==> src/rtl/tko_loader_pkg.sv <==
// tko_loader_pkg: shared state encoding and default memory geometry for the .tko stream loader
package tko_loader_pkg;

  typedef enum logic [1:0] {IDLE, LOAD, DONE, ERR} loader_state_t;

  localparam int ADDR_W_DEF    = 19;
  localparam int LOAD_BASE_DEF = 'h2000;

  function automatic int capacity(input int addr_w, input int base);
    return (1 << addr_w) - base;
  endfunction

endpackage

==> src/rtl/loader_checksum.sv <==
// loader_checksum: 8-bit wrapping sum of written image bytes, compared against the trailing checksum byte
module loader_checksum (
  input  logic       clk_i,
  input  logic       rst_ni,
  input  logic       clr_i,
  input  logic       add_i,
  input  logic [7:0] data_i,
  input  logic [7:0] chk_i,
  output logic       match_o
);

  logic [7:0] sum_q, sum_d;

  // clear wins over add so an aborted image never leaks into the next one
  always_comb sum_d = clr_i ? 8'h00 : add_i ? sum_q + data_i : sum_q;

  // running sum register
  always_ff @(posedge clk_i or negedge rst_ni)
    if (!rst_ni) sum_q <= 8'h00;
    else         sum_q <= sum_d;

  assign match_o = sum_q == chk_i;

endmodule

==> src/rtl/tko_stream_loader.sv <==
// tko_stream_loader: writes a .tko byte stream into CPU memory from LOAD_BASE and holds the CPU in reset until done; LOADER_CHECKSUM_EN makes the last byte a checksum
module tko_stream_loader
  import tko_loader_pkg::*;
#(
  parameter int ADDR_W    = ADDR_W_DEF,
  parameter int LOAD_BASE = LOAD_BASE_DEF
) (
  input  logic              clk,
  input  logic              reset,
  input  logic              s_valid,
  input  logic [7:0]        s_data,
  input  logic              s_last,
  output logic              s_ready,
  input  logic              restart,
  output logic              mem_we,
  output logic [ADDR_W-1:0] mem_addr,
  output logic [7:0]        mem_wdata,
  output logic              cpu_reset,
  output logic              load_done,
  output logic              load_err,
  output logic [ADDR_W:0]   byte_count
);

  localparam logic [ADDR_W:0]   CAP  = (ADDR_W+1)'(capacity(ADDR_W, LOAD_BASE));
  localparam logic [ADDR_W-1:0] BASE = ADDR_W'(LOAD_BASE);

  loader_state_t     state_q, state_d;
  logic              armed_q;
  logic              we_q, we_d;
  logic [ADDR_W-1:0] addr_q, addr_d;
  logic [7:0]        wdata_q, wdata_d;
  logic [ADDR_W:0]   count_q, count_d;
  logic              cpu_rst_q, cpu_rst_d;
  logic              accept, abort, at_cap, wr, csum_byte, csum_ok;

  // armed_q keeps s_ready low while reset is asserted and for the first cycle after it
  assign s_ready = armed_q && (state_q == IDLE || (state_q == LOAD && !restart));
  assign accept  = s_valid && s_ready;
  assign abort   = restart && state_q != IDLE;
  assign at_cap  = count_q == CAP;
  assign wr      = accept && !csum_byte && !at_cap;

`ifdef LOADER_CHECKSUM_EN
  assign csum_byte = s_last;
  loader_checksum u_csum (
    .clk_i  (clk),
    .rst_ni (reset),
    .clr_i  (abort),
    .add_i  (wr),
    .data_i (s_data),
    .chk_i  (s_data),
    .match_o(csum_ok)
  );
`else
  assign csum_byte = 1'b0;
  assign csum_ok   = 1'b0;
`endif

  // next state: restart outranks everything, an accepted byte decides done/error/continue
  always_comb begin
    state_d = state_q;
    if (abort)
      state_d = IDLE;
    else if (accept)
      state_d = csum_byte ? (csum_ok ? DONE : ERR) : at_cap ? ERR : s_last ? DONE : LOAD;
  end

  // registered write port and counter; cpu_reset drops only once DONE has been held a cycle
  always_comb begin
    we_d      = wr;
    addr_d    = wr ? BASE + count_q[ADDR_W-1:0] : addr_q;
    wdata_d   = wr ? s_data : wdata_q;
    count_d   = abort ? '0 : wr ? count_q + 1'b1 : count_q;
    cpu_rst_d = !(state_q == DONE && !restart);
  end

  // state and output registers
  always_ff @(posedge clk or negedge reset)
    if (!reset) begin
      state_q   <= IDLE;
      armed_q   <= 1'b0;
      we_q      <= 1'b0;
      addr_q    <= '0;
      wdata_q   <= 8'h00;
      count_q   <= '0;
      cpu_rst_q <= 1'b1;
    end else begin
      state_q   <= state_d;
      armed_q   <= 1'b1;
      we_q      <= we_d;
      addr_q    <= addr_d;
      wdata_q   <= wdata_d;
      count_q   <= count_d;
      cpu_rst_q <= cpu_rst_d;
    end

  assign mem_we     = we_q;
  assign mem_addr   = addr_q;
  assign mem_wdata  = wdata_q;
  assign cpu_reset  = cpu_rst_q;
  assign load_done  = state_q == DONE;
  assign load_err   = state_q == ERR;
  assign byte_count = count_q;

endmodule
==> config.mk <==
export PLATFORM = sky130hd
export DESIGN_NAME = tko_stream_loader
export DESIGN_NICKNAME = d
export VERILOG_FILES = /design/src/rtl/tko_loader_pkg.sv /design/src/rtl/loader_checksum.sv /design/src/rtl/tko_stream_loader.sv
export SDC_FILE = /design/constraint.sdc
export NUM_CORES = 1
export LEC_CHECK = 0
export ABC_AREA = 0
export BUFFER_PORTS_ARGS = -buffer_cell sky130_fd_sc_hd__buf_2
export CORE_ASPECT_RATIO = 0.6
export CORE_MARGIN = 1.5
export CORE_UTILIZATION = 45
export CTS_CLUSTER_DIAMETER = 60
export DETAILED_ROUTE_END_ITERATION = 6
export GPL_ROUTABILITY_DRIVEN = 0
export PLACE_DENSITY_LB_ADDON = 0.3
export SETUP_SLACK_MARGIN = 0.4
export SYNTH_ARGS = -nofsm -noshare
export SYNTH_HDL_FRONTEND = slang
export SYNTH_SLANG_ARGS = --single-unit
==> constraint.sdc <==
create_clock -name clk -period 2.2 [get_ports clk]
set_clock_uncertainty 0.15 [all_clocks]
set_input_delay 0.11 -clock clk [delete_from_list [all_inputs] [get_ports clk]]
set_output_delay 0.11 -clock clk [all_outputs]
set_load 0.05 [all_outputs]
==> results_dict.tcl <==
set metrics [dict create \
    run_status "completed" \
    cp_data_arrival_time_ns 2.14 \
    grt_pass1_vias 1895 \
    ys_types 35 \
    hold_violation_count_in_the_final_report 0 \
    final_net_count 334 \
    detail_route.wirelength_um 6017 \
    power.total_mw 2.634 \
    finalCritPeriodShare 0.9529 \
    insertedDiodeCount 0 \
    clockRootBuffer "clkbuf_8" \
    minimum_setup_slack_among_reg_to_reg_paths_ns 0.10 \
    cts_buffers 5 \
    grt_overflow 0 \
    crit_chain "nor4b_4 > buf_4 > nand4_1 > o21ai_4 > buf_12 > mux2_2" \
    total_i_o_pin_count 65 \
    place_area_mm2 0.002960 \
    start_util 0.4858 \
    synth-edff-count 0 \
    path_max_fanout 10 \
    global_route.usage.total 0.2290 \
    die_x_um 95.49 \
    syn_avg_cell_area_um2 11.21 \
    die_area_mm2 0.005586 \
    htreeDepth 2 \
    slew-limit-headroom 0.5263 \
    postSynth.topFlopCell "dfrtp_1" \
    power_density_mw_per_mm2 766.5 \
    setup_viol 0 \
    worst_path_max_delay_cell "dfrtp_2" \
    synth.yosys.seq_area_share 0.5639 \
    wl_per_cell_um 15.75 \
    final_common_cell "buf_2" \
    cp_slowest_stage_delay_ns 0.44 \
    maxSlewViolCount 0 \
    antenna_found_initial 0 \
    synth-async-reset-ratio 1.000 \
    path_buf_inv 2 \
    drt-initial-drc-count 114 \
    fin_setup_tns_ns 0 \
    detailedPlacementHpwl_um 4221 \
    core.rowCount 19 \
    synth_top_area_cells "dfrtp_1, mux2_2, xor2_1, nand3_1, nor2_1" \
    grt_max_degree 33 \
    cp.required_ns 2.24 \
    final_layout_size_suffix_gt1_frac 0.5047 \
    cts-root-to-sink-buffers 2 \
    firstDrtPassIters 4 \
    post_synth_instance_area_mm2 0.002310 \
    crit_type "reg2reg" \
    tritoncts "done" \
    placeableCoreArea_mm2 0.004755 \
    finalCriticalPeriod_ns 2.096 \
    yosysWarnings 0 \
    cts.sinks 52 \
    postRouteAntennaNets 0 \
    numPortBuffers 64 \
    layout.filler_cells 349 \
    static_leak_nw 1.731 \
    timing.max_cap.violations 0 \
    postSynthNetCount 222 \
    areaGrowthSynthToFinish_pct 48.75 \
    syn-instance-count 206 \
    drc_errors 0 \
    hold_path.class "in2reg" \
    synth.top_cell.area_share 0.5525 \
    timing.critical_path.from_type "register" \
    routed-via-count 1979 \
    vias_per_inst 5.181 \
    worst_hold_slack_ns 0.06670 \
    layout_common_cells "buf_2, dfrtp_1, buf_4, nor2_1, mux2_2" \
    finalCoreUtilization 0.7226 \
    grt_first_pass_wirelength_um 9584 \
    floorplan.die.height_um 58.50 \
    critical-path-top-delay-family "simple AND/OR/NAND/NOR gates" \
    post-route-cell-area_mm2 0.003436 \
    max_slew.worst_pin.slew_ns 0.7105 \
    yosys.area.top_type "dfrtp_1" \
    clock_latency_ns 0.31 \
    rsz0062_at_grt "yes" \
    clk_transition_reported_paths_ns 0.09 \
    max-vdd-ir-drop_mv 0.5600 \
    achievable-frequency_ghz 0.4770 \
    ys_seq_elements 52 \
    endpoint_kind "register" \
]
## through the flow
stage | std cells | setup slack [ns]
2_1_floorplan | 206 | -0.04463
3_3_place_gp | 355 | -0.03110
3_5_place_dp | 355 | -0.02674
4_1_cts | 381 | 0.1483
5_1_grt | 382 | 0.03191
6_report | 382 | 0.1037
## repair_timing
action,in CTS,in global routing
setup buffers,7,1
hold buffers,11,0
pin swaps,14,7
resized for setup,20,14
endpoints found under the setup margin,45,49
hold endpoints to repair,40,0
## kinds of logic after synthesis
family	Yosys count	synth area share
AND/OR/NAND/NOR	79	0.1815
flip-flops	52	0.5639
AO/OA/AOI/OAI	21	0.05038
multiplexers	20	0.09642
XOR/XNOR	18	0.06826
buffers and inverters	12	0.02167
adder cells (fa/ha/maj)	3	0.01625
other	1	0.001624
## cell type report
type / count / area [um2] / share of cell area
repair buffers: 110 / 739.5 / 0.2152
inverters: 7 / 26.28 / 0.007647
multi-input cells: 142 / 1116 / 0.3248
flip-flops and latches: 52 / 1316 / 0.3831
clock buffers: 5 / 68.82 / 0.02003
clock inverters: 3 / 90.09 / 0.02622
well taps: 63 / 78.83 / 0.02294
## sequential cells by signal, indices dropped and copies added, names as in the netlist
name	cells
armed_q	1
byte_count	20
cpu_reset	1
mem_addr	19
mem_wdata	8
mem_we	1
state_q	2
## power by group
| part | internal [mW] | switching, mW | total (mW) |
|---|---|---|---|
| Sequential | 1.03 | 0.0630 | 1.10 |
| Clock | 0.568 | 0.313 | 0.882 |
| Combinational | 0.208 | 0.446 | 0.654 |
| Total | 1.81 | 0.822 | 2.63 |
## worst reg2reg max path, stage by stage (launching register included)
cell and delay [ns]:
dfrtp_2 0.44, nor4b_4 0.33, buf_4 0.17, nand4_1 0.14, o21ai_4 0.24, buf_12 0.17, mux2_2 0.34
## metal layers
| metal | routed length (um) | share of wire | global-route usage |
|---|---|---|---|
| met1 | 2903 | 0.48 | 0.3554 |
| met2 | 2647 | 0.44 | 0.3283 |
| met3 | 426 | 0.071 | 0.05168 |
| met4 | 39 | 0.0065 | 0.05042 |
| met5 | 0 | 0 | 0 |
## Yosys cell counts, types with 2 or more instances
master / n
ha_1: 3
nor3_1: 3
and2_1: 3
o21ai_1: 2
nor4b_1: 2
nor2_1: 21
and3_1: 4
nand3_1: 16
nor4_1: 3
o21ai_0: 14
or4_4: 2
mux2i_1: 2
nand4_1: 4
clkbuf_1: 3
mux2_2: 18
xor2_1: 12
a21oi_1: 2
inv_1: 7
dfrtp_1: 51
nand2_1: 14
xnor2_1: 6
## path summary, 6_finish.rpt
kind,cells after the start,end,start
worst min-delay path,3,mem_addr[3]$_DFFE_PN0P_,restart
worst min register to register,2,mem_addr[17]$_DFFE_PN0P_,mem_addr[17]$_DFFE_PN0P_
max in group asynchronous,3,byte_count[2]$_DFFE_PN0P_,reset
worst max-delay path,6,mem_addr[2]$_DFFE_PN0P_,byte_count[12]$_DFFE_PN0P_
min in group asynchronous,2,byte_count[19]$_DFFE_PN0P_,reset
worst max register to register,6,mem_addr[2]$_DFFE_PN0P_,byte_count[12]$_DFFE_PN0P_
No activity file was read; power rests on OpenSTA's default activity.
